## src/rtl/uart_pkg.sv

```systemverilog
// Shared types, constants and helpers for the UART transmit path.
package uart_pkg;

    typedef enum logic [2:0] {
        TX_IDLE,
        TX_START,
        TX_DATA,
        TX_PARITY,
        TX_STOP
    } tx_state_e;

    localparam logic IDLE_LEVEL = 1'b1;

    // Integer clocks-per-bit for a given system clock and line rate.
    function automatic int unsigned calc_div(input int unsigned clock, input int unsigned baud);
        return clock / baud;
    endfunction

endpackage

```

## src/rtl/uart_tx_baud_gen.sv

```systemverilog
// Bit-period tick generator: counts 0..DIV-1 while enabled and flags the last count.
module uart_tx_baud_gen #(
    parameter int unsigned DIV = 5
) (
    input  logic clk_i,
    input  logic rst_ni,
    input  logic en_i,
    input  logic clear_i,
    output logic tick_o
);

    localparam int unsigned CW = (DIV > 1) ? $clog2(DIV) : 1;
    localparam logic [CW-1:0] LAST = CW'(DIV - 1);

    logic [CW-1:0] r_cnt;
    logic          w_last;

    assign w_last = (r_cnt == LAST);

    // Clear restarts the bit period on acceptance; otherwise wrap at DIV-1.
    always_ff @(posedge clk_i or negedge rst_ni) begin
        if (!rst_ni) begin
            r_cnt <= '0;
        end else if (clear_i) begin
            r_cnt <= '0;
        end else if (en_i) begin
            r_cnt <= w_last ? '0 : r_cnt + CW'(1);
        end
    end

    assign tick_o = en_i && w_last;

endmodule

```

## src/rtl/uart_tx.sv

```systemverilog
// UART transmit engine: start bit, DATA_BITS LSB first, optional parity, STOP_BITS stop bits.
// Optional parity bit and parity_odd_i port are enabled with `define UART_TX_PARITY_EN.
module uart_tx
    import uart_pkg::*;
#(
    parameter int unsigned CLOCK     = 100000000,
    parameter int unsigned BAUD_RATE = 20000000,
    parameter int unsigned DIV       = calc_div(CLOCK, BAUD_RATE),
    parameter int unsigned DATA_BITS = 8,
    parameter int unsigned STOP_BITS = 1
) (
    input  logic                 clk_i,
    input  logic                 rst_ni,
    input  logic [DATA_BITS-1:0] tx_data_i,
    input  logic                 tx_valid_i,
`ifdef UART_TX_PARITY_EN
    input  logic                 parity_odd_i,
`endif
    output logic                 tx_ready_o,
    output logic                 tx_o,
    output logic                 tx_busy_o,
    output logic                 tx_done_o
);

    localparam int unsigned IW = $clog2(DATA_BITS);

    // Reject illegal configurations at elaboration.
    generate
        if (DIV < 2 || DATA_BITS < 5 || DATA_BITS > 9 || STOP_BITS < 1 || STOP_BITS > 2) begin : g_cfg_chk
            $error("uart_tx: illegal configuration (DIV>=2, DATA_BITS 5..9, STOP_BITS 1..2)");
        end
    endgenerate

    tx_state_e          r_state;
    logic [DATA_BITS-1:0] r_shift;
    logic [IW-1:0]      r_idx;
    logic               r_stop_cnt;
    logic               r_tx;
    logic               r_ready;
    logic               r_busy;
    logic               r_done;
`ifdef UART_TX_PARITY_EN
    logic               r_par;
`endif

    logic w_accept;
    logic w_tick;
    logic w_en;

    assign w_accept = tx_valid_i && r_ready;
    assign w_en     = (r_state != TX_IDLE);

    uart_tx_baud_gen #(
        .DIV(DIV)
    ) u_baud_gen (
        .clk_i  (clk_i),
        .rst_ni (rst_ni),
        .en_i   (w_en),
        .clear_i(w_accept),
        .tick_o (w_tick)
    );

    // Frame sequencer; tx_o is loaded with the level of the state being entered.
    always_ff @(posedge clk_i or negedge rst_ni) begin
        if (!rst_ni) begin
            r_state    <= TX_IDLE;
            r_shift    <= '0;
            r_idx      <= '0;
            r_stop_cnt <= 1'b0;
            r_tx       <= IDLE_LEVEL;
            r_ready    <= 1'b1;
            r_busy     <= 1'b0;
            r_done     <= 1'b0;
`ifdef UART_TX_PARITY_EN
            r_par      <= 1'b0;
`endif
        end else begin
            r_done <= 1'b0;
            case (r_state)
                TX_IDLE: begin
                    if (w_accept) begin
                        r_shift <= tx_data_i;
`ifdef UART_TX_PARITY_EN
                        r_par   <= ^tx_data_i;
`endif
                        r_tx    <= 1'b0;
                        r_ready <= 1'b0;
                        r_busy  <= 1'b1;
                        r_state <= TX_START;
                    end
                end
                TX_START: begin
                    if (w_tick) begin
                        r_idx   <= '0;
                        r_tx    <= r_shift[0];
                        r_state <= TX_DATA;
                    end
                end
                TX_DATA: begin
                    if (w_tick) begin
                        r_shift <= r_shift >> 1;
                        r_idx   <= r_idx + IW'(1);
                        if (r_idx == IW'(DATA_BITS - 1)) begin
`ifdef UART_TX_PARITY_EN
                            r_tx    <= r_par ^ parity_odd_i;
                            r_state <= TX_PARITY;
`else
                            r_tx       <= IDLE_LEVEL;
                            r_stop_cnt <= 1'b0;
                            r_state    <= TX_STOP;
`endif
                        end else begin
                            r_tx <= r_shift[1];
                        end
                    end
                end
`ifdef UART_TX_PARITY_EN
                TX_PARITY: begin
                    if (w_tick) begin
                        r_tx       <= IDLE_LEVEL;
                        r_stop_cnt <= 1'b0;
                        r_state    <= TX_STOP;
                    end
                end
`endif
                TX_STOP: begin
                    if (w_tick) begin
                        if (r_stop_cnt == 1'(STOP_BITS - 1)) begin
                            r_ready <= 1'b1;
                            r_busy  <= 1'b0;
                            r_done  <= 1'b1;
                            r_state <= TX_IDLE;
                        end else begin
                            r_stop_cnt <= r_stop_cnt + 1'b1;
                        end
                    end
                end
                default: begin
                    r_tx    <= IDLE_LEVEL;
                    r_ready <= 1'b1;
                    r_busy  <= 1'b0;
                    r_state <= TX_IDLE;
                end
            endcase
        end
    end

    assign tx_o       = r_tx;
    assign tx_ready_o = r_ready;
    assign tx_busy_o  = r_busy;
    assign tx_done_o  = r_done;

endmodule

```

## config.mk

```make
export PLATFORM = sky130hd
export DESIGN_NAME = uart_tx
export DESIGN_NICKNAME = d
export VERILOG_FILES = /design/src/rtl/uart_pkg.sv /design/src/rtl/uart_tx_baud_gen.sv /design/src/rtl/uart_tx.sv
export SDC_FILE = /design/constraint.sdc
export NUM_CORES = 1
export LEC_CHECK = 0
export CELL_PAD_IN_SITES_DETAIL_PLACEMENT = 1
export CELL_PAD_IN_SITES_GLOBAL_PLACEMENT = 1
export CORE_MARGIN = 4
export CORE_UTILIZATION = 42
export DETAILED_ROUTE_END_ITERATION = 10
export MAX_ROUTING_LAYER = met4
export PLACE_DENSITY_LB_ADDON = 0.1
export SETUP_SLACK_MARGIN = 0.5
export SYNTH_ARGS = -nofsm -noshare
export SYNTH_HDL_FRONTEND = slang
export SYNTH_SLANG_ARGS = --single-unit
```

## constraint.sdc

```tcl
create_clock -name clk_i -period 1.8 [get_ports clk_i]
set_input_delay 0.36 -clock clk_i [delete_from_list [all_inputs] [get_ports clk_i]]
set_output_delay 0.36 -clock clk_i [all_outputs]
set_load 0.005 [all_outputs]
```

==> results.md <==
- Synthesis-to-layout area growth: 53.07%
- Crit-path slowest cell: dfstp_2
- Worst reg2reg path startpoint: tx_ready_o$_DFFE_PN1P_
- Seq cells post-synth: 21
- Nets: 175
- Largest net degree at the start of global routing: 22
- Post-Route Utilization: 69.30%
- Dpl hpwl: 1.985 mm
- Final Skew: 0.005663 ns
- Die width: 60.61 um
- Total gr overflow: 0
- Hold Path Class: in -> async
- Most frequent cell after synthesis: dfrtp_1
- Cell taking the most area after synthesis: dfrtp_1
- RePlAce Congestion: 0.7737
- TritonCTS buffer count: 3
- Max Fanout on Critical Path: 8
- Vias: 1063
- Crit path max-delay family: flip-flops
- Post-synthesis sequential area ratio: 45.43%
- Rows: 18
- Setup ws final: 0.2771 ns
- Share of post-route cells with drive strength above 1: 50.94%
- Setup crit start kind: register
- Crit end category: register
- Synthesized Nets: 131
- Hold-fix buffers at CTS: 0
- Cell count after synthesis: 116
- Diodes inserted: 0
- CTS sink count: 21
- Tcrit/Tclk final: 84.61%
- Deepest clock path buffer count: 2
- Worst EP required: 2.01 ns
- Die area: 0.003673 mm^2
- Drt initial violations: 11
- Max-cap violation count: 0
- Pre-CTS setup slack: 0.04977 ns
- Top cell type's share of synthesized area: 40.90%
- # setup viols final: 0
- Drt drc: 0
- Number of H-tree levels: 1
- Drt wl/cell: 19.87 um
- Main area contributors after synthesis: dfrtp_1, mux2i_1, a21oi_1
- Ports: 15
- Synthesized area: 0.001162 mm^2
- Rel. slew slack: 75.79%
- PD cells: 1386 mW/mm^2
- Final Hold Fails: 0
- Minimum clock period: 1.523 ns
- Worst skew pair latency: 0.30 ns
- Status: finished, final reports clean
- Worst path cell trace: buf_6 -> nand2_8 -> a221oi_4 -> buf_6 -> buf_16 -> a21oi_1
- Netlist cell types: 41
- WS Path Type: reg -> reg
- RSZ-0062 raised after global routing: true
- Core Footprint: 0.002567 mm^2
- Clk slew on worst S/H paths: 0.13 ns
- Most frequent CP cell: buf_6
- Drt total wl: 3.755 mm
- Fin Setup TNS: 0 ns
- First-pass GRT wire length: 5.540 mm
- CP peak stage delay: 0.57 ns
- Worst VDD drop: 913.3 uV
- Buf/Inv on CP: 3
- PortBufs: 14
- Worst EP arrival: 1.73 ns
- Initial DRT Pass Iterations: 4
- Leak Pwr: 0.7663 nW
- Syn avg cell area: 10.02 um^2
- Die height: 60.61 um
- Initial Util: 45.27%
- Asr flop ratio synth: 100.0%
- Fmax achieved: 656.6 MHz
- Gr usage total: 21.29%
- Tightest Pin Transition: 0.3618 ns
- Vias in the first global route: 1114
- Ys flop type: dfrtp_1
- Final ANT Viol Nets: 0
- Launch point of the worst path: tx_ready_o$_DFFE_PN1P_
- Synth cell count leaders: dfrtp_1, a21oi_1, nor2_1
- Slew Limit Fails: 0
- CTS root buf: clkbuf_4
- CTS tree: built
- YS warnings: 0
- Initial antenna violation count: 0
- Vias per inst: 5.624
- EDFF count, synth: 0
-- sequential cells by signal, summed over array words and instances (netlist names) --
| register | flops |
|---|---|
| r_idx | 3 |
| tx_o | 1 |
| u_baud_gen.r_cnt | 3 |
| tx_busy_o | 1 |
| r_shift | 8 |
| r_state | 3 |
| tx_done_o | 1 |
| tx_ready_o | 1 |
-- layout by cell type (no fill, tap or decap), types with 2 or more instances in the layout --
cell             instances
clkbuf_2                 2
o21ai_2                  3
dfrtp_2                  3
o31ai_1                  2
ha_1                     2
mux2i_1                  6
nor2b_2                  2
nand3b_1                 2
a21oi_1                  5
nand2_1                  4
inv_2                    2
nor2_2                   2
clkdlybuf4s50_1          9
nor2_1                  11
dfrtp_1                 16
nor3_4                   2
o21ai_1                  4
buf_4                   23
inv_1                    2
a22o_1                   3
dfstp_2                  2
clkbuf_4                 3
a21oi_2                  8
buf_6                    7
-- cell type report --
cell class                      count  area [um^2]
Fill cell                         273        788.3
Multi-Input combinational cell     84        745.7
Clock buffer                        4        26.28
Timing Repair Buffer               46        422.9
Inverter                            4        15.01
Sequential cell                    21        531.8
Tap cell                           30        37.54
-- stage by stage --
step	cell area [um^2]	total power, mW	std cells	hold slack [ns]
2_1_floorplan	1182	1.429	116	0.06441
3_3_place_gp	1389	1.648	161	0.5048
3_5_place_dp	1389	1.701	161	0.5184
4_1_cts	1645	2.203	186	0.4087
5_1_grt	1779	2.632	189	0.4003
6_report	1779	2.467	189	0.3939
-- final timing paths --
kind                                          endpoint  slack, ns  cells after the start
worst max-delay path            r_shift[0]$_DFFE_PN0P_       0.28                      6
worst min-delay path            r_shift[0]$_DFFE_PN0P_       0.39                      2
worst max register to register  r_shift[0]$_DFFE_PN0P_       0.28                      6
worst min register to register  r_shift[3]$_DFFE_PN0P_       0.54                      2
max in group asynchronous       tx_ready_o$_DFFE_PN1P_       1.13                      2
min in group clk_i              r_shift[3]$_DFFE_PN0P_       0.54                      2
-- kinds of logic (layout without fill, tap and decap cells) --
logic type | count (synthesis) | in the layout | share of synthesized area (%)
AND/OR/NAND/NOR | 38 | 38 | 18.09
AO/OA/AOI/OAI | 34 | 34 | 20.24
flip-flops | 21 | 21 | 45.43
buffers and inverters | 11 | 54 | 5.059
multiplexers | 8 | 8 | 6.889
adder cells (fa/ha/maj) | 4 | 4 | 4.306
-- report_power, final --
part,switching [mW],internal [mW]
combinational,0.697,0.743
clock,0.151,0.0863
sequential,0.149,0.641
-- what timing repair did --
item	4_1_cts	5_1_grt
buffers inserted	20	3
endpoints found under the hold margin	0	0
gates resized for setup	31	30
pin swaps	12	9
endpoints found under the setup margin	22	24
cloned	1	0
-- layer usage --
layer / global-route usage, % / vias to the layer above / part of all wire, %
met5: - / - / 0
li1: - / 503 / -
met4: 5.573 / 0 / 1.5
met3: 2.553 / 6 / 2.9
met1: 25.56 / 536 / 42
met2: 37.56 / 18 / 54
Note: power is estimated with default switching activity, not from simulation.
